--- src/rtl/vga_timing_out_if.sv ---
// Pixel-side and pin-side signals of the VGA timing/output stage.
// master = timing generator, slave = renderer / board pins.
interface vga_timing_out_if;
    logic [9:0] x;
    logic [9:0] y;
    logic       visible;
    logic       frame_tick;
    logic [7:0] r_in;
    logic [7:0] g_in;
    logic [7:0] b_in;
    logic       vga_hsync;
    logic       vga_vsync;
    logic       vga_blank_n;
    logic       vga_sync_n;
    logic [7:0] vga_r;
    logic [7:0] vga_g;
    logic [7:0] vga_b;

    modport master (
        output x, y, visible, frame_tick,
        output vga_hsync, vga_vsync, vga_blank_n, vga_sync_n,
        output vga_r, vga_g, vga_b,
        input  r_in, g_in, b_in
    );

    modport slave (
        input  x, y, visible, frame_tick,
        input  vga_hsync, vga_vsync, vga_blank_n, vga_sync_n,
        input  vga_r, vga_g, vga_b,
        output r_in, g_in, b_in
    );
endinterface

--- src/rtl/vga_timing_out.sv ---
// VGA timing generator and registered DAC output stage: pixel coordinates,
// frame tick, and sync/blank/colour pins one clock behind the counters.
module vga_timing_out #(
    parameter int H_VISIBLE = 640,
    parameter int H_FRONT   = 16,
    parameter int H_SYNC    = 96,
    parameter int H_BACK    = 48,
    parameter int V_VISIBLE = 480,
    parameter int V_FRONT   = 10,
    parameter int V_SYNC    = 2,
    parameter int V_BACK    = 33,
    parameter bit HSYNC_POL = 1'b0,
    parameter bit VSYNC_POL = 1'b0
) (
    input  logic             clk,
    input  logic             reset,
    vga_timing_out_if.master vga
);
    localparam int H_TOTAL = H_VISIBLE + H_FRONT + H_SYNC + H_BACK;
    localparam int V_TOTAL = V_VISIBLE + V_FRONT + V_SYNC + V_BACK;

    localparam logic [9:0] H_LAST   = 10'(H_TOTAL - 1);
    localparam logic [9:0] V_LAST   = 10'(V_TOTAL - 1);
    localparam logic [9:0] H_VIS    = 10'(H_VISIBLE);
    localparam logic [9:0] V_VIS    = 10'(V_VISIBLE);
    localparam logic [9:0] HS_FIRST = 10'(H_VISIBLE + H_FRONT);
    localparam logic [9:0] HS_LAST  = 10'(H_VISIBLE + H_FRONT + H_SYNC - 1);
    localparam logic [9:0] VS_FIRST = 10'(V_VISIBLE + V_FRONT);
    localparam logic [9:0] VS_LAST  = 10'(V_VISIBLE + V_FRONT + V_SYNC - 1);

    // Counters are 10 bits wide, so larger timings cannot be represented.
    generate
        if ((H_TOTAL > 1024) || (V_TOTAL > 1024)) begin : g_total_check
            $fatal(1, "vga_timing_out: H_TOTAL or V_TOTAL exceeds 1024");
        end
    endgenerate

    logic [9:0] hcount_r;
    logic [9:0] vcount_r;
    logic       hsync_r;
    logic       vsync_r;
    logic       blank_n_r;
    logic [7:0] red_r;
    logic [7:0] green_r;
    logic [7:0] blue_r;

    logic       h_wrap_s;
    logic       v_wrap_s;
    logic [9:0] h_next_s;
    logic [9:0] v_next_s;
    logic       visible_s;
    logic       frame_tick_s;
    logic       hsync_act_s;
    logic       vsync_act_s;
    logic [7:0] red_s;
    logic [7:0] green_s;
    logic [7:0] blue_s;

    // Next-count, region decode and blanked colour for the current position.
    always_comb begin
        h_wrap_s     = (hcount_r == H_LAST);
        v_wrap_s     = (vcount_r == V_LAST);
        h_next_s     = h_wrap_s ? 10'd0 : (hcount_r + 10'd1);
        v_next_s     = h_wrap_s ? (v_wrap_s ? 10'd0 : (vcount_r + 10'd1)) : vcount_r;
        visible_s    = (hcount_r < H_VIS) && (vcount_r < V_VIS);
        frame_tick_s = (hcount_r == 10'd0) && (vcount_r == V_VIS);
        hsync_act_s  = (hcount_r >= HS_FIRST) && (hcount_r <= HS_LAST);
        vsync_act_s  = (vcount_r >= VS_FIRST) && (vcount_r <= VS_LAST);
        red_s        = visible_s ? vga.r_in : 8'd0;
        green_s      = visible_s ? vga.g_in : 8'd0;
        blue_s       = visible_s ? vga.b_in : 8'd0;
    end

    // Horizontal/vertical position counters; both wrap together at frame end.
    always_ff @(posedge clk or posedge reset) begin
        if (reset) begin
            hcount_r <= 10'd0;
            vcount_r <= 10'd0;
        end else begin
            hcount_r <= h_next_s;
            vcount_r <= v_next_s;
        end
    end

    // Pin stage: everything the DAC sees is one clock behind the counters.
    always_ff @(posedge clk or posedge reset) begin
        if (reset) begin
            hsync_r   <= ~HSYNC_POL;
            vsync_r   <= ~VSYNC_POL;
            blank_n_r <= 1'b0;
            red_r     <= 8'd0;
            green_r   <= 8'd0;
            blue_r    <= 8'd0;
        end else begin
            hsync_r   <= hsync_act_s ? HSYNC_POL : ~HSYNC_POL;
            vsync_r   <= vsync_act_s ? VSYNC_POL : ~VSYNC_POL;
            blank_n_r <= visible_s;
            red_r     <= red_s;
            green_r   <= green_s;
            blue_r    <= blue_s;
        end
    end

    assign vga.x           = hcount_r;
    assign vga.y           = vcount_r;
    assign vga.visible     = visible_s;
    assign vga.frame_tick  = frame_tick_s;
    assign vga.vga_hsync   = hsync_r;
    assign vga.vga_vsync   = vsync_r;
    assign vga.vga_blank_n = blank_n_r;
    assign vga.vga_sync_n  = 1'b0;
    assign vga.vga_r       = red_r;
    assign vga.vga_g       = green_r;
    assign vga.vga_b       = blue_r;
endmodule

--- src/flat_wrapper.sv ---
// flat-port wrapper written by rule: the top's interface ports become plain ports
module vga_timing_out_flat 
#(
    parameter int H_VISIBLE = 640,
    parameter int H_FRONT   = 16,
    parameter int H_SYNC    = 96,
    parameter int H_BACK    = 48,
    parameter int V_VISIBLE = 480,
    parameter int V_FRONT   = 10,
    parameter int V_SYNC    = 2,
    parameter int V_BACK    = 33,
    parameter bit HSYNC_POL = 1'b0,
    parameter bit VSYNC_POL = 1'b0
)
  (clk, reset, vga_x, vga_y, vga_visible, vga_frame_tick, vga_vga_hsync, vga_vga_vsync, vga_vga_blank_n, vga_vga_sync_n, vga_vga_r, vga_vga_g, vga_vga_b, vga_r_in, vga_g_in, vga_b_in);
  vga_timing_out_if vga_i ();
  input  logic clk;
  input  logic reset;
  output wire logic [$bits(vga_i.x)-1:0] vga_x;
  output wire logic [$bits(vga_i.y)-1:0] vga_y;
  output wire logic [$bits(vga_i.visible)-1:0] vga_visible;
  output wire logic [$bits(vga_i.frame_tick)-1:0] vga_frame_tick;
  output wire logic [$bits(vga_i.vga_hsync)-1:0] vga_vga_hsync;
  output wire logic [$bits(vga_i.vga_vsync)-1:0] vga_vga_vsync;
  output wire logic [$bits(vga_i.vga_blank_n)-1:0] vga_vga_blank_n;
  output wire logic [$bits(vga_i.vga_sync_n)-1:0] vga_vga_sync_n;
  output wire logic [$bits(vga_i.vga_r)-1:0] vga_vga_r;
  output wire logic [$bits(vga_i.vga_g)-1:0] vga_vga_g;
  output wire logic [$bits(vga_i.vga_b)-1:0] vga_vga_b;
  input wire logic [$bits(vga_i.r_in)-1:0] vga_r_in;
  input wire logic [$bits(vga_i.g_in)-1:0] vga_g_in;
  input wire logic [$bits(vga_i.b_in)-1:0] vga_b_in;
  assign vga_x = vga_i.x;
  assign vga_y = vga_i.y;
  assign vga_visible = vga_i.visible;
  assign vga_frame_tick = vga_i.frame_tick;
  assign vga_vga_hsync = vga_i.vga_hsync;
  assign vga_vga_vsync = vga_i.vga_vsync;
  assign vga_vga_blank_n = vga_i.vga_blank_n;
  assign vga_vga_sync_n = vga_i.vga_sync_n;
  assign vga_vga_r = vga_i.vga_r;
  assign vga_vga_g = vga_i.vga_g;
  assign vga_vga_b = vga_i.vga_b;
  assign vga_i.r_in = vga_r_in;
  assign vga_i.g_in = vga_g_in;
  assign vga_i.b_in = vga_b_in;
  vga_timing_out #(.H_VISIBLE(H_VISIBLE), .H_FRONT(H_FRONT), .H_SYNC(H_SYNC), .H_BACK(H_BACK), .V_VISIBLE(V_VISIBLE), .V_FRONT(V_FRONT), .V_SYNC(V_SYNC), .V_BACK(V_BACK), .HSYNC_POL(HSYNC_POL), .VSYNC_POL(VSYNC_POL)) u_core (.clk(clk), .reset(reset), .vga(vga_i));
endmodule
--- config.mk ---
export PLATFORM = sky130hd
export DESIGN_NAME = vga_timing_out_flat
export DESIGN_NICKNAME = d
export VERILOG_FILES = /design/src/rtl/vga_timing_out_if.sv /design/src/rtl/vga_timing_out.sv /design/src/flat_wrapper.sv
export SDC_FILE = /design/constraint.sdc
export NUM_CORES = 1
export LEC_CHECK = 0
export ABC_AREA = 1
export BUFFER_PORTS_ARGS = -buffer_cell sky130_fd_sc_hd__buf_4
export CELL_PAD_IN_SITES_DETAIL_PLACEMENT = 1
export CELL_PAD_IN_SITES_GLOBAL_PLACEMENT = 2
export CORE_MARGIN = 3
export CORE_UTILIZATION = 28
export DETAILED_ROUTE_END_ITERATION = 8
export PLACE_DENSITY_LB_ADDON = 0.1
export SLEW_MARGIN = 0
export SYNTH_ARGS = -nofsm -noshare
export SYNTH_HDL_FRONTEND = slang
export SYNTH_SLANG_ARGS = --single-unit
--- constraint.sdc ---
create_clock -name clk -period 1.5 [get_ports clk]
set_input_delay 0.225 -clock clk [delete_from_list [all_inputs] [get_ports clk]]
set_output_delay 0.225 -clock clk [all_outputs]
set_load 0.03 [all_outputs]
==> results by group, run 1 <==
Layout
  • Nets: 389
  • Commonest cells after routing, fill and taps aside: buf_4, inv_1, nor2_1
  • Finished Cell Area: 3260 sq um
  • Diodes inserted: 0
  • Synthesis-to-layout area growth: 50.6%
  • Layout cells sized above 1: 41.2%
  • Commonest non-fill, non-tap cell in the layout: buf_4
  • Final Util: between 40% and 50%

Setup path
  • Startpoint Class: register
  • Worst EP required: roughly 1.3 ns
  • Critical path origin: u_core.vga.x[1]
  • Crit path capture type: output port
  • Worst Path Arrival: between 1 and 1.5 ns
  • Crit path kind: reg2out
  • R2r startpoint: u_core.vga.x[0]
  • Crit-path max FO: 2

Clock tree
  • CTS sink cnt: between 40 and 50
  • TritonCTS clock tree: built
  • Clock Latency Late Sink: approximately 0.3 ns
  • Cts bufs inserted: 5
  • CTS max path bufs: 2
  • H-tree levels: 2
  • Root buf cell: clkbuf_8
  • Reg clk slew, reported paths: 0.09 ns

Logic synthesis
  • Synth Cell Area: 2160 sq um
  • Post-synth top flop: dfrtp_1
  • Mapped Nets: around 280
  • Post-synth ARST share: between 90% and 100%
  • Distinct cells, synth: 25
  • Average cell area after synthesis: roughly 8.6 sq um
  • Seq/Total Area, Yosys: 54.5%
  • Cell count after synthesis: 251
  • Register bit total from synthesis: 47
  • Post-synth EDFFs: 0
  • YS warnings: 0

Detailed routing
  • Post-route ant nets: 0
  • TritonRoute pass-1 iters: 4
  • WL final: 6000 microns
  • Via count: 1976
  • Post-DR wirelength/cell: between 10 and 15 microns
  • DRC: 0
  • DR iter-0 viols: 71
  • Vias per cell: 4.31

Timing
  • Fin crit period: 1.67 ns
  • PnR worst setup slack: -0.169 ns
  • Final hold violations: 0
  • Clk_skew: 0.00623 ns
  • Slew Limit Fails: 0
  • Final Setup Violations: 10
  • Fmax achieved: between 0.5 and 0.6 GHz
  • Tcrit/Tclk final: 111%
  • RSZ-0062 raised after global routing: true

Worst hold path
  • Hold wc startpoint: vga_g_in[5]
  • Worst Hold Class: in2reg

GRT
  • Remaining global-route overflow: 0
  • First-pass GRT wire length: ~10000 microns
  • Vias in the first global route: 2057
  • Initial antenna violation count: 0
  • GRT Total Usage: 14.5%
  • Largest net degree at the start of global routing: 35

Floorplanning
  • Io pins: 76
  • Die H: 93.9 microns
  • Site Rows: 31
  • Core ar.: between 7000 and 8000 sq um
  • Die X: 93.9 microns
  • Initial Utilization: about 29%
  • Die area: 8810 sq um

Run status
  • Violated checks: setup timing
  • Outcome: finished with violations

Place
  • DP HPWL: roughly 4600 microns
  • Routability cong.: slightly below 0.8
  • Placement Cell Area: 3000 sq um
  • Port-buffer cells: 74

Pwr
  • Max VDD drop: 0.384 mV
  • PwrDens: 780 nW/um^2
  • Pleak: 1.68 nW

Job
  • Max Cap Viol: 0
-- critical path, cell delays in order (launching register included) --
cell and delay [ns]:
dfrtp_2 0.42, inv_2 0.08, ha_4 0.12, nand3_2 0.07, nor2_2 0.10, nand4_1 0.10, nor2_2 0.12, buf_6 0.14
-- kinds of logic (layout without fill, tap and decap cells) --
group	Yosys count	count (layout)	synth area share (%)
xor+xnor	6	6	2.43
simple gates	120	120	25.2
fa+ha+maj	5	5	2.89
compound gates	11	11	2.72
other cells	1	1	0.173
flops	47	47	54.5
buf+inv	61	169	12.1
-- cell type report --
cell class	instances	area (sq um)
Multi-Input combinational cell	143	772
Tap cell	99	124
Sequential cell	47	1190
Inverter	54	209
Clock inverter	2	38.8
Fill cell	901	4110
Clock buffer	6	82.6
Timing Repair Buffer	107	842
-- flip-flops by register name (all words and copies together), names as in the netlist --
register                count
u_core.vga.vga_b            8
u_core.vga.vga_blank_n      1
u_core.vga.vga_g            8
u_core.vga.vga_hsync        1
u_core.vga.vga_r            8
u_core.vga.vga_vsync        1
u_core.vga.x               10
u_core.vga.y               10
-- timing repair --
item,4_1_cts,5_1_grt
hold buffers,1,0
cloned,1,0
resized for setup,14,10
endpoints found under the hold margin,13,0
setup buffers,6,6
pin swaps,5,6
setup endpoints to repair,4,19
-- cells in the mapped netlist (all sizes together) (2+ instances only) --
master / n / area, sq um
a21oi: 2 / 10.0
and3: 2 / 12.5
buf: 6 / 53.8
dfrtp: 45 / 1130
dfstp: 2 / 52.6
ha: 5 / 62.6
inv: 54 / 203
nand2: 38 / 150
nand3: 15 / 75.1
nand4: 11 / 75.1
nor2: 46 / 188
nor3: 6 / 30.0
o21ai: 8 / 40.0
xnor2: 2 / 17.5
xor2: 4 / 35.0
-- path summary, 6_finish.rpt --
path,to,slack (ns),depth (start not counted)
hold reg to reg,u_core.vga.x[8],0.60,2
hold / removal,u_core.vga.vga_g[5],0.13,3
min in group asynchronous,u_core.vga.vga_g[7],0.43,3
max in group asynchronous,u_core.vga.vga_vsync,0.51,4
setup reg to reg,u_core.vga.y[5],-0.09,9
setup / recovery,vga_frame_tick,-0.17,7
-- per-stage QoR --
step | setup TNS, ns | power [mW] | worst slack (ns) | hold slack (ns) | std cells
floorplan | 0 | 1.45 | 0.000247 | 0.331 | 251
global placement | 0 | 1.57 | 0.0572 | 0.211 | 441
detailed placement | 0 | 1.57 | 0.0216 | 0.210 | 441
CTS | -0.449 | 2.59 | -0.210 | 0.118 | 456
global route | -1.63 | 2.67 | -0.279 | 0.103 | 458
finish | -0.543 | 2.54 | -0.169 | 0.130 | 458
-- per-layer routing --
metal  vias to the layer above  GRT usage, %  routed length, microns
met3                         9          5.05                     427
li1                        970             -                       -
met5                         -             0                       0
met2                        55          23.6                    2880
met1                       942          17.9                    2600
met4                         0          4.57                      89
-- report_power, final --
| group | switching (mW) | leakage, nW | total (mW) | internal (mW) |
|---|---|---|---|---|
| registers | 0.00934 | 0.562 | 1.31 | 1.30 |
| logic | 0.136 | 1.05 | 0.238 | 0.102 |
| clock network | 0.447 | 0.0618 | 0.996 | 0.549 |
Power figures use the tool's default switching activity.
==> run 2, diff against run 1 <==
- ABC_AREA: 1 -> not set
- CORE_UTILIZATION: 28 -> 29
==> run 2 against run 1 <==
  * The run still ends with setup timing left
  * Setup slack got worse by 0.16 ns
  * Total power fell by 7.8%
  * Critical path depth fell by 3
  * Global-route usage rose by 1.4 points
  * Sequential cell count did not move
  * Combinational power rose by 2%
  * Area after synthesis fell by 11%
  * Hold slack got worse by 0.0092 ns
  * Maximum frequency fell by 8.8%
  * Cell count fell by 18%
  * Sequential power barely moved
  * Critical endpoint is now u_core.vga.y[9]
  * Highest routed layer unchanged
==> results by group, run 2 <==
Run status
  • Outcome: finished with violations
  • Violated checks: setup timing

Timing
  • RSZ-0062 raised after global routing: true
  • Tcrit/Tclk final: 122%
  • Final hold violations: 0
  • Fmax achieved: around 0.55 GHz
  • Final Setup Violations: 27
  • Total Neg Setup Slack: -2.85 ns
  • PnR worst setup slack: -0.330 ns
  • Clk_skew: ~0.0052 ns
  • Slew Limit Fails: 0
  • Fin crit period: 1.83 ns
  • Min Hold Slack: 0.121 ns

Pwr
  • PwrDens: about 700 nW/um^2
  • Pleak: between 1.5 and 2 nW
  • Max VDD drop: 0.439 mV
  • Sw Share: 25.4%
  • Switching pwr: a little under 0.6 mW
  • Comb power frac: 10.3%
  • Internal power: 1.75 mW
  • Power share of the sequential group: between 50% and 60%
  • Clk pwr share: 33.9%

Logic synthesis
  • Post-synth top flop: dfrtp_1
  • Post-synth EDFFs: 0
  • Compound-gate portion of the synthesized area: 3.91%
  • Post-Synth XOR/XNOR Area: a little under 6%
  • Seq/Total Area, Yosys: about 61%
  • Mapped Nets: 198
  • Distinct cells, synth: 34
  • Main combinational cell family by area after synthesis: simple AND/OR/NAND/NOR gates
  • Post-synth ARST share: 100%
  • Average cell area after synthesis: roughly 12 sq um
  • Commonest cells post-synth: dfrtp_1, and2_1, nor2_1, nand3_1, inv_1
  • Cell taking the most area after synthesis: dfrtp_1
  • Post-synthesis mux area share: 0%
  • Area share of the largest cell type after synthesis: 58.6%
  • YS warnings: 0
  • Adder-cell share of the synthesized area: 3.26%
  • Post-Synth Simple-Gate Area: 22.3%
  • Most numerous cell in the Yosys netlist: dfrtp_1
  • Cell count after synthesis: about 170
  • Synth top area cells: dfrtp_1, and2_1, xnor2_1, ha_1, dfstp_2
  • Synth Cell Area: a little under 2000 sq um
  • Register bit total from synthesis: 47

Clock tree
  • Clock Latency Late Sink: 0.31 ns
  • Reg clk slew, reported paths: 0.09 ns
  • TritonCTS clock tree: built
  • H-tree levels: 2
  • CTS sink cnt: 47
  • Root buf cell: clkbuf_8
  • Cts bufs inserted: 5
  • CTS max path bufs: 2

Layout
  • Finished Cell Area: 3350 sq um
  • Synthesis-to-layout area growth: 74.3%
  • Layout cells sized above 1: 64.3%
  • Diodes inserted: 0
  • Commonest cells after routing, fill and taps aside: buf_4, dfrtp_1, and2_1
  • Fillers: 698
  • Commonest non-fill, non-tap cell in the layout: buf_4
  • Final Non-Filler Cells: 377
  • Nets: 330

Floorplanning
  • Io pins: 76
  • Initial Utilization: 30.1%
  • Core ar.: 6390 sq um
  • Die X: 87.4 microns
  • Die H: 87.4 microns
  • Die area: 7640 sq um
  • Site Rows: 29

Setup path
  • Crit-path max FO: 4
  • Worst EP required: 1.74 ns
  • Worst Path Arrival: approximately 2.1 ns
  • Crit path kind: reg2reg
  • Startpoint Class: register
  • Crit path capture type: register

Detailed routing
  • DR iter-0 viols: 76
  • Via count: 1753
  • WL final: 5860 microns
  • TritonRoute pass-1 iters: 3
  • Vias per cell: ~4.6
  • Post-route ant nets: 0
  • DRC: 0
  • Post-DR wirelength/cell: 15.5 microns

GRT
  • Vias in the first global route: 1891
  • First-pass GRT wire length: between 9000 and 10000 microns
  • GRT Total Usage: around 16%
  • Largest net degree at the start of global routing: 21
  • Remaining global-route overflow: 0
  • Initial antenna violation count: 0

Place
  • DP HPWL: around 4100 microns
  • Port-buffer cells: 74
  • Routability cong.: 0.755
  • Placed Cells: 356
  • Placement Cell Area: 2890 sq um

Worst hold path
  • Worst Hold Class: in2reg

Job
  • Max Cap Viol: 0
## run 2: repair_timing
action                                 4_1_cts  5_1_grt
pin swaps                                    9       10
setup endpoints to repair                   36       41
buffers inserted                             5        9
gates resized for setup                     31       40
hold buffers                                 1        0
cloned                                       1        0
endpoints found under the hold margin       13        0
## run 2: power groups by stage
| stage | clock network, mW | logic, mW | registers [mW] |
|---|---|---|---|
| 2_1_floorplan | 0 | 0.0444 | 1.40 |
| 3_3_place_gp | 0 | 0.231 | 1.33 |
| 3_5_place_dp | 0 | 0.233 | 1.33 |
| 4_1_cts | 0.822 | 0.237 | 1.31 |
| 5_1_grt | 0.886 | 0.263 | 1.31 |
| 6_report | 0.793 | 0.242 | 1.31 |
## run 2: cells by family (layout without fill, tap and decap cells)
| group | Yosys count | in the layout |
|---|---|---|
| compound gates | 12 | 12 |
| xor+xnor | 13 | 13 |
| fa+ha+maj | 5 | 5 |
| buf+inv | 14 | 147 |
| flops | 47 | 47 |
| other cells | 1 | 1 |
| simple gates | 75 | 75 |
## run 2: worst max-delay path: stages (launching register included)
cell and delay (ns):
dfrtp_2 0.41, or3_4 0.38, or3_4 0.41, or4_4 0.43, a21oi_2 0.14
## run 2: final cells by class
type                            instances  area, sq um  area share [%]
Tap cell                               77         96.3            2.88
Sequential cell                        47         1190            35.5
Inverter                                9         36.3            1.08
Clock buffer                            6         72.6            2.17
Multi-Input combinational cell        106          907            27.1
Clock inverter                          2         16.3           0.486
Timing Repair Buffer                  130         1030            30.8
## run 2: final timing paths
path	from	end	slack, ns	cells after the start
worst min-delay path	vga_g_in[5]	u_core.vga.vga_g[5]	0.12	2
min in group asynchronous	reset	u_core.vga.vga_b[3]	0.44	3
max in group asynchronous	reset	u_core.vga.vga_b[6]	0.49	4
worst max-delay path	u_core.vga.x[7]	u_core.vga.y[9]	-0.33	4
worst min register to register	u_core.vga.x[0]	u_core.vga.x[0]	0.47	1
worst max register to register	u_core.vga.x[7]	u_core.vga.y[9]	-0.33	4
## run 2: layer usage
| metal | GRT usage (%) | up-vias | wire, microns |
|---|---|---|---|
| li1 | - | 821 | - |
| met1 | 19.0 | 873 | 2310 |
| met2 | 26.2 | 50 | 2990 |
| met3 | 6.15 | 9 | 478 |
| met4 | 5.02 | 0 | 73 |
| met5 | 0 | - | 0 |
## run 2: metrics by stage
step / power (mW) / setup slack [ns] / utilization [%]
floorplan: 1.45 / -0.567 / -
global placement: 1.56 / -0.296 / 45.2
detailed placement: 1.57 / -0.346 / 45.2
CTS: 2.37 / -0.361 / 49.7
global route: 2.46 / -0.387 / 52.4
finish: 2.34 / -0.330 / 52.4
